<file path="src/rtl/alu_op_sequencer.sv">
// Drives one ALU operation from request to response: load sources, compute, wait for done, read result and overflow.
// Operations with a bad opcode or mismatched matrix dimensions are answered at once without touching the ALU.
module alu_op_sequencer #(
    parameter int STROBE_W = 2,
    parameter int READ_W   = 2,
    parameter int TIMEOUT  = 64
) (
    input  logic         clk,
    input  logic         reset,
    input  logic         req_valid,
    output logic         req_ready,
    input  logic [6:0]   req_op,
    input  logic [261:0] req_a,
    input  logic [261:0] req_b,
    output logic [261:0] bus_out,
    output logic         bus_oe,
    input  logic [261:0] bus_in,
    output logic         alu_enable,
    output logic         alu_in1,
    output logic         alu_in2,
    output logic         alu_compute,
    output logic         alu_out,
    output logic         alu_over,
    output logic [6:0]   alu_operation,
    output logic         alu_reset,
    input  logic         alu_done,
    output logic         rsp_valid,
    input  logic         rsp_ready,
    output logic [261:0] rsp_result,
    output logic [261:0] rsp_overflow,
    output logic [1:0]   rsp_status
);

    localparam logic [2:0] S_IDLE     = 3'd0;
    localparam logic [2:0] S_LOAD1    = 3'd1;
    localparam logic [2:0] S_LOAD2    = 3'd2;
    localparam logic [2:0] S_COMPUTE  = 3'd3;
    localparam logic [2:0] S_WAIT     = 3'd4;
    localparam logic [2:0] S_READ_RES = 3'd5;
    localparam logic [2:0] S_READ_OVF = 3'd6;
    localparam logic [2:0] S_RESP     = 3'd7;

    localparam logic [1:0] ST_OK      = 2'b00;
    localparam logic [1:0] ST_TIMEOUT = 2'b01;
    localparam logic [1:0] ST_BAD     = 2'b10;

    localparam logic [15:0] STROBE_LAST = 16'(STROBE_W);
    localparam logic [15:0] RES_LAST    = 16'(READ_W - 1);
    localparam logic [15:0] OVF_LAST    = 16'(READ_W);
    localparam logic [15:0] WAIT_LAST   = 16'(TIMEOUT - 1);

    logic [2:0]   state;
    logic [15:0]  cnt;
    logic [6:0]   op_r;
    logic [261:0] a_r;
    logic [261:0] b_r;
    logic [2:0]   done_sync;
    logic         done_seen;
    logic         alu_reset_r;
    logic         done_edge;
    logic         accept;
    logic         skip_load2;
    logic         strobe_phase;

    function automatic logic [1:0] precheck(input logic [6:0] op, input logic [261:0] a,
                                            input logic [261:0] b);
        logic [4:0] kind;
        logic [1:0] st;
        kind = op[4:0];
        st   = ST_OK;
        if (kind == 5'd0 || (kind & (kind - 5'd1)) != 5'd0)
            st = ST_BAD;
        else if (op[5]) begin
            if ((kind[4] || kind[3] || kind[1]) && a[261:256] != b[261:256])
                st = ST_BAD;
            else if (kind[2] && a[258:256] != b[261:259])
                st = ST_BAD;
        end
        return st;
    endfunction

    assign accept     = req_valid && (state == S_IDLE);
    assign done_edge  = done_sync[1] && !done_sync[2];
    assign skip_load2 = op_r[5] && op_r[0];

    // Sources are only driven while a load state is active, so they need no reset.
    always_ff @(posedge clk) begin
        if (accept) begin
            a_r <= req_a;
            b_r <= req_b;
        end
    end

    always_ff @(posedge clk or posedge reset) begin
        if (reset) begin
            state        <= S_IDLE;
            cnt          <= '0;
            op_r         <= '0;
            rsp_result   <= '0;
            rsp_overflow <= '0;
            rsp_status   <= ST_OK;
            done_sync    <= '0;
            done_seen    <= 1'b0;
            alu_reset_r  <= 1'b0;
        end else begin
            done_sync   <= {done_sync[1:0], alu_done};
            alu_reset_r <= 1'b0;
            if (done_edge)
                done_seen <= 1'b1;
            case (state)
                S_IDLE: begin
                    if (req_valid) begin
                        op_r         <= req_op;
                        done_seen    <= 1'b0;
                        cnt          <= '0;
                        rsp_result   <= '0;
                        rsp_overflow <= '0;
                        rsp_status   <= precheck(req_op, req_a, req_b);
                        state        <= (precheck(req_op, req_a, req_b) == ST_OK) ? S_LOAD1 : S_RESP;
                    end
                end
                S_LOAD1, S_LOAD2, S_COMPUTE: begin
                    if (cnt == STROBE_LAST) begin
                        cnt <= '0;
                        if (state == S_LOAD1)
                            state <= skip_load2 ? S_COMPUTE : S_LOAD2;
                        else if (state == S_LOAD2)
                            state <= S_COMPUTE;
                        else
                            state <= S_WAIT;
                    end else begin
                        cnt <= cnt + 16'd1;
                    end
                end
                S_WAIT: begin
                    // A done already latched beats a timeout landing in the same cycle.
                    if (done_seen) begin
                        cnt   <= '0;
                        state <= S_READ_RES;
                    end else if (cnt == WAIT_LAST) begin
                        cnt         <= '0;
                        rsp_status  <= ST_TIMEOUT;
                        alu_reset_r <= 1'b1;
                        state       <= S_RESP;
                    end else begin
                        cnt <= cnt + 16'd1;
                    end
                end
                S_READ_RES: begin
                    if (cnt == RES_LAST) begin
                        rsp_result <= bus_in;
                        cnt        <= '0;
                        state      <= S_READ_OVF;
                    end else begin
                        cnt <= cnt + 16'd1;
                    end
                end
                S_READ_OVF: begin
                    if (cnt == OVF_LAST) begin
                        rsp_overflow <= bus_in;
                        cnt          <= '0;
                        state        <= S_RESP;
                    end else begin
                        cnt <= cnt + 16'd1;
                    end
                end
                S_RESP: begin
                    if (rsp_ready)
                        state <= S_IDLE;
                end
                default: state <= S_IDLE;
            endcase
        end
    end

    // Outputs decode straight from state so an async reset releases the bus at once.
    assign strobe_phase  = (cnt != 16'd0);
    assign req_ready     = (state == S_IDLE);
    assign bus_oe        = (state == S_LOAD1) || (state == S_LOAD2);
    assign bus_out       = (state == S_LOAD1) ? a_r : ((state == S_LOAD2) ? b_r : '0);
    assign alu_in1       = (state == S_LOAD1) && strobe_phase;
    assign alu_in2       = (state == S_LOAD2) && strobe_phase;
    assign alu_compute   = (state == S_COMPUTE) && strobe_phase;
    assign alu_out       = (state == S_READ_RES);
    assign alu_over      = (state == S_READ_OVF) && strobe_phase;
    assign alu_enable    = alu_out || alu_over;
    assign alu_operation = op_r;
    assign alu_reset     = alu_reset_r;
    assign rsp_valid     = (state == S_RESP);

endmodule

</file>
<file path="config.mk">
export PLATFORM = sky130hd
export DESIGN_NAME = alu_op_sequencer
export DESIGN_NICKNAME = d
export VERILOG_FILES = /design/src/rtl/alu_op_sequencer.sv
export SDC_FILE = /design/constraint.sdc
export NUM_CORES = 2
export LEC_CHECK = 0
export BUFFER_PORTS_ARGS = -buffer_cell sky130_fd_sc_hd__buf_2
export CAP_MARGIN = 30
export CORE_AREA = 4 4 621 623
export CTS_CLUSTER_SIZE = 20
export DETAILED_ROUTE_END_ITERATION = 8
export DIE_AREA = 0 0 625 627
export PLACE_DENSITY = 0.3
export SYNTH_ARGS = -nofsm -noshare
export SYNTH_HDL_FRONTEND = slang
export SYNTH_SLANG_ARGS = --single-unit
export TNS_END_PERCENT = 5
</file>
<file path="constraint.sdc">
create_clock -name clk -period 51.1 [get_ports clk]
set_input_delay 2.555 -clock clk [delete_from_list [all_inputs] [get_ports clk]]
set_output_delay 2.555 -clock clk [all_outputs]
set_load 0.01 [all_outputs]
</file>
==> flow_summary.toml <==
[drt]
drtIter0Drc = 1936
drtAntennaViolNets = 0
detail_route.vias_per_cell = 3.27
totalWireLength_microns = 255000
dr.pass1.iters = 5
route.detailed.drc = 0
wl_per_cell_microns = 25.3
vias = 32900

[synthesis]
synth.area.top_cells = "edfxtp_1 (39%), dfrtp_1 (34%), nand2_1 (10%)"
synth_ff_type = "dfrtp_1"
synth_top_family_by_area = "compound AO/OA/AOI/OAI gates"
async_reset_ff_share_pct = 51.5
synth-xor-area-share_pct = 0.409
yosys.area.top_type = "edfxtp_1"
syn_area_sq_um = 40700
avgSynthCellArea_sq_um = 12.2
synth_edf_count = 524
synthCells = 3336
yosys.area_share.adder_pct = 0.123
synthMuxAreaShare_pct = 0
yosys_warnings = 0
synth-seq-cells = 1081
ys_seq_area_share_pct = 72.8
synthSimpleGateAreaFrac_pct = 11.2
synth_top_area_share_pct = 38.6
synth_compound_area_share_pct = 12.7
syn-num-nets = 4138
synth_cell_type_count = 58

[cells_and_area]
final_common_cell = "buf_2"
nets = 5700
drive_gt1_share_pct = 37.6
fin_area_sq_um = 59200
final_cell_mix = "buf_2 (1602), nand2_1 (1082), dfrtp_1 (557)"
area_delta_synth_final_pct = 45.3
utilization_pct = 15.5

[power]
vdd_drop_max_v = 0.0000228
power.total_uw = 1980
p_per_area_nw_per_um2 = 33.5
p_leak_uw = 0.0250

[clock_network]
clk_pin_slew_ns = 0.05
cts_root_buffer = "clkbuf_16"
clockBufferDepth = 4
postCtsHoldBufs = 0
postCtsSetupBuffers = 0
cts_buffers = 147
h-tree-depth = 4
ctsResizeCount = 0
tritoncts = "done"
cts.sinks = 1081
clock_latency_ns = 0.81

[critical_path]
worstPathRequired_ns = 48.54
timing.rr.start = "state[0]"
setup.worst_path.end = "bus_out[191]"
crit_top_cell = "buf_4"
r2r_cells = 15
crit_cells = 7
crit_slowest_cell = "and2_4"
crit_type = "register to primary output"
reg2reg_slack_ns = 45.01
path_buf_inv = 5
startpoint_type = "register"
r2r_end = "rsp_overflow[119]"
cp_top_family = "buffers and inverters"
arrival_ns = 5.33
critPathMaxStageDelay_ns = 0.83
crit_path_start = "state[0]"
worstPathMaxFanout = 63
end_kind = "primary output"
crit_chain = "and2_4 -> buf_4 -> buf_4 -> buf_4 -> buf_4 -> a22o_1 -> buf_2"

[global_routing]
overflow = 0
grtUsageMet3_pct = 3.36
grt_pass1_wl_microns = 329000
gr-usage-met1_pct = 12.4
antenna_found_initial = 142
track_usage_pct = 12.4
grt_busiest_layer = "met2"
grt_pass1_vias = 33900
use_met2_pct = 24.7
grt_max_degree = 149

[floorplan]
rows = 227
io_pins = 1603
dieArea_sq_um = 392000
initial_core_util_pct = 10.7
fp.dieH_microns = 627
die_w_microns = 625
core-area_sq_um = 381000

[sta]
period_share_pct = 15.4
hold_viol = 0
finalCriticalPeriod_ns = 7.89
tightest_slew_ns = 0.976
rsz0062_at_grt = "no"
finClkSkew_ns = 0.0549
max_freq_mhz = 127
holdWs_ns = 0.347
setup_violations = 0
slew_headroom_pct = 34.9
final_max_slew_viol_count = 0
totalNegativeSetupSlack_ns = 0

[outcome]
status = "finished, final reports clean"

[place]
portBuffers = 1602
placed_area_sq_um = 54500
dpl.hpwl_microns = 206000
place.gp.congestion = 0.934

[hold_path]
hp-class = "register to register"

[run]
cap_violations = 0
[cells by family (layout without fill, tap and decap cells)]
| family | count (synthesis) | after routing |
|---|---|---|
| XOR/XNOR | 19 | 19 |
| other | 0 | 28 |
| AO/OA/AOI/OAI | 821 | 821 |
| adder cells (fa/ha/maj) | 4 | 4 |
| buffers and inverters | 248 | 1915 |
| AND/OR/NAND/NOR | 1163 | 1163 |
| flip-flops | 1081 | 1081 |
[per-stage QoR]
stage / setup WS [ns] / std cells
floorplan: 32.97 / 3336
global placement: 42.80 / 9783
detailed placement: 42.72 / 9785
CTS: 43.02 / 10000
global route: 42.84 / 10100
finish: 43.21 / 10100
[flip-flops by register name (all words and copies together) (netlist names)]
signal,flops
alu_operation,7
alu_reset,1
state,3
rsp_result,262
done_sync,3
b_r,262
done_seen,1
a_r,262
cnt,16
rsp_status,2
rsp_overflow,262
[synth_stat cells, types with 3 or more instances]
library cell	n
and3_1	4
nor2_1	28
ha_1	4
nand4_1	4
xor2_1	11
clkbuf_1	140
edfxtp_1	524
or2_2	3
nand2b_1	4
nor3b_1	4
a21oi_1	9
dfrtp_1	557
nand2_1	1082
xnor2_1	8
inv_1	8
o21ai_1	121
a21o_1	3
nand3_1	9
a22o_1	264
buf_2	81
buf_4	7
buf_1	4
nor2b_1	3
a31oi_1	3
o21ai_0	406
buf_6	5
[where the power goes]
part / switching, uW / internal [uW]
clock network: 426 / 586
logic: 34.5 / 23.0
registers: 0.0417 / 914
total: 460 / 1520
[how the worst min path moves through the flow]
stage	from	end	slack, ns	cells after the start
finish	done_sync[0]	done_sync[1]	0.35	0
global placement	done_sync[0]	done_sync[1]	0.34	0
global route	done_sync[0]	done_sync[1]	0.36	0
detailed placement	done_sync[0]	done_sync[1]	0.34	0
floorplan	done_sync[0]	done_sync[1]	0.33	0
CTS	done_sync[0]	done_sync[1]	0.35	0
[cell type report]
cell class,count,area (sq um)
Fill cell,42900,322000
Sequential cell,1081,29700
Multi-Input combinational cell,2007,10000
Timing Repair Buffer,1652,8510
Tap cell,5038,6300
Clock buffer,202,4130
Clock inverter,52,439
Antenna cell,28,70.1
Inverter,9,48.8
[worst register-to-register path, delay by kind of cell (launching register included)]
family	cells	cell delay, ns
buffers and inverters	9	4.06
and+or+nand+nor	4	0.95
DFF	1	0.67
AOI/OAI and AO/OA	2	0.32
[layer usage]
| layer | vias to the layer above | routed length (microns) |
|---|---|---|
| li1 | 14800 | - |
| met3 | 450 | 16200 |
| met5 | - | 362 |
| met2 | 1309 | 143000 |
| met1 | 16300 | 87700 |
| met4 | 60 | 8000 |
(Power assumes the default switching activity.)
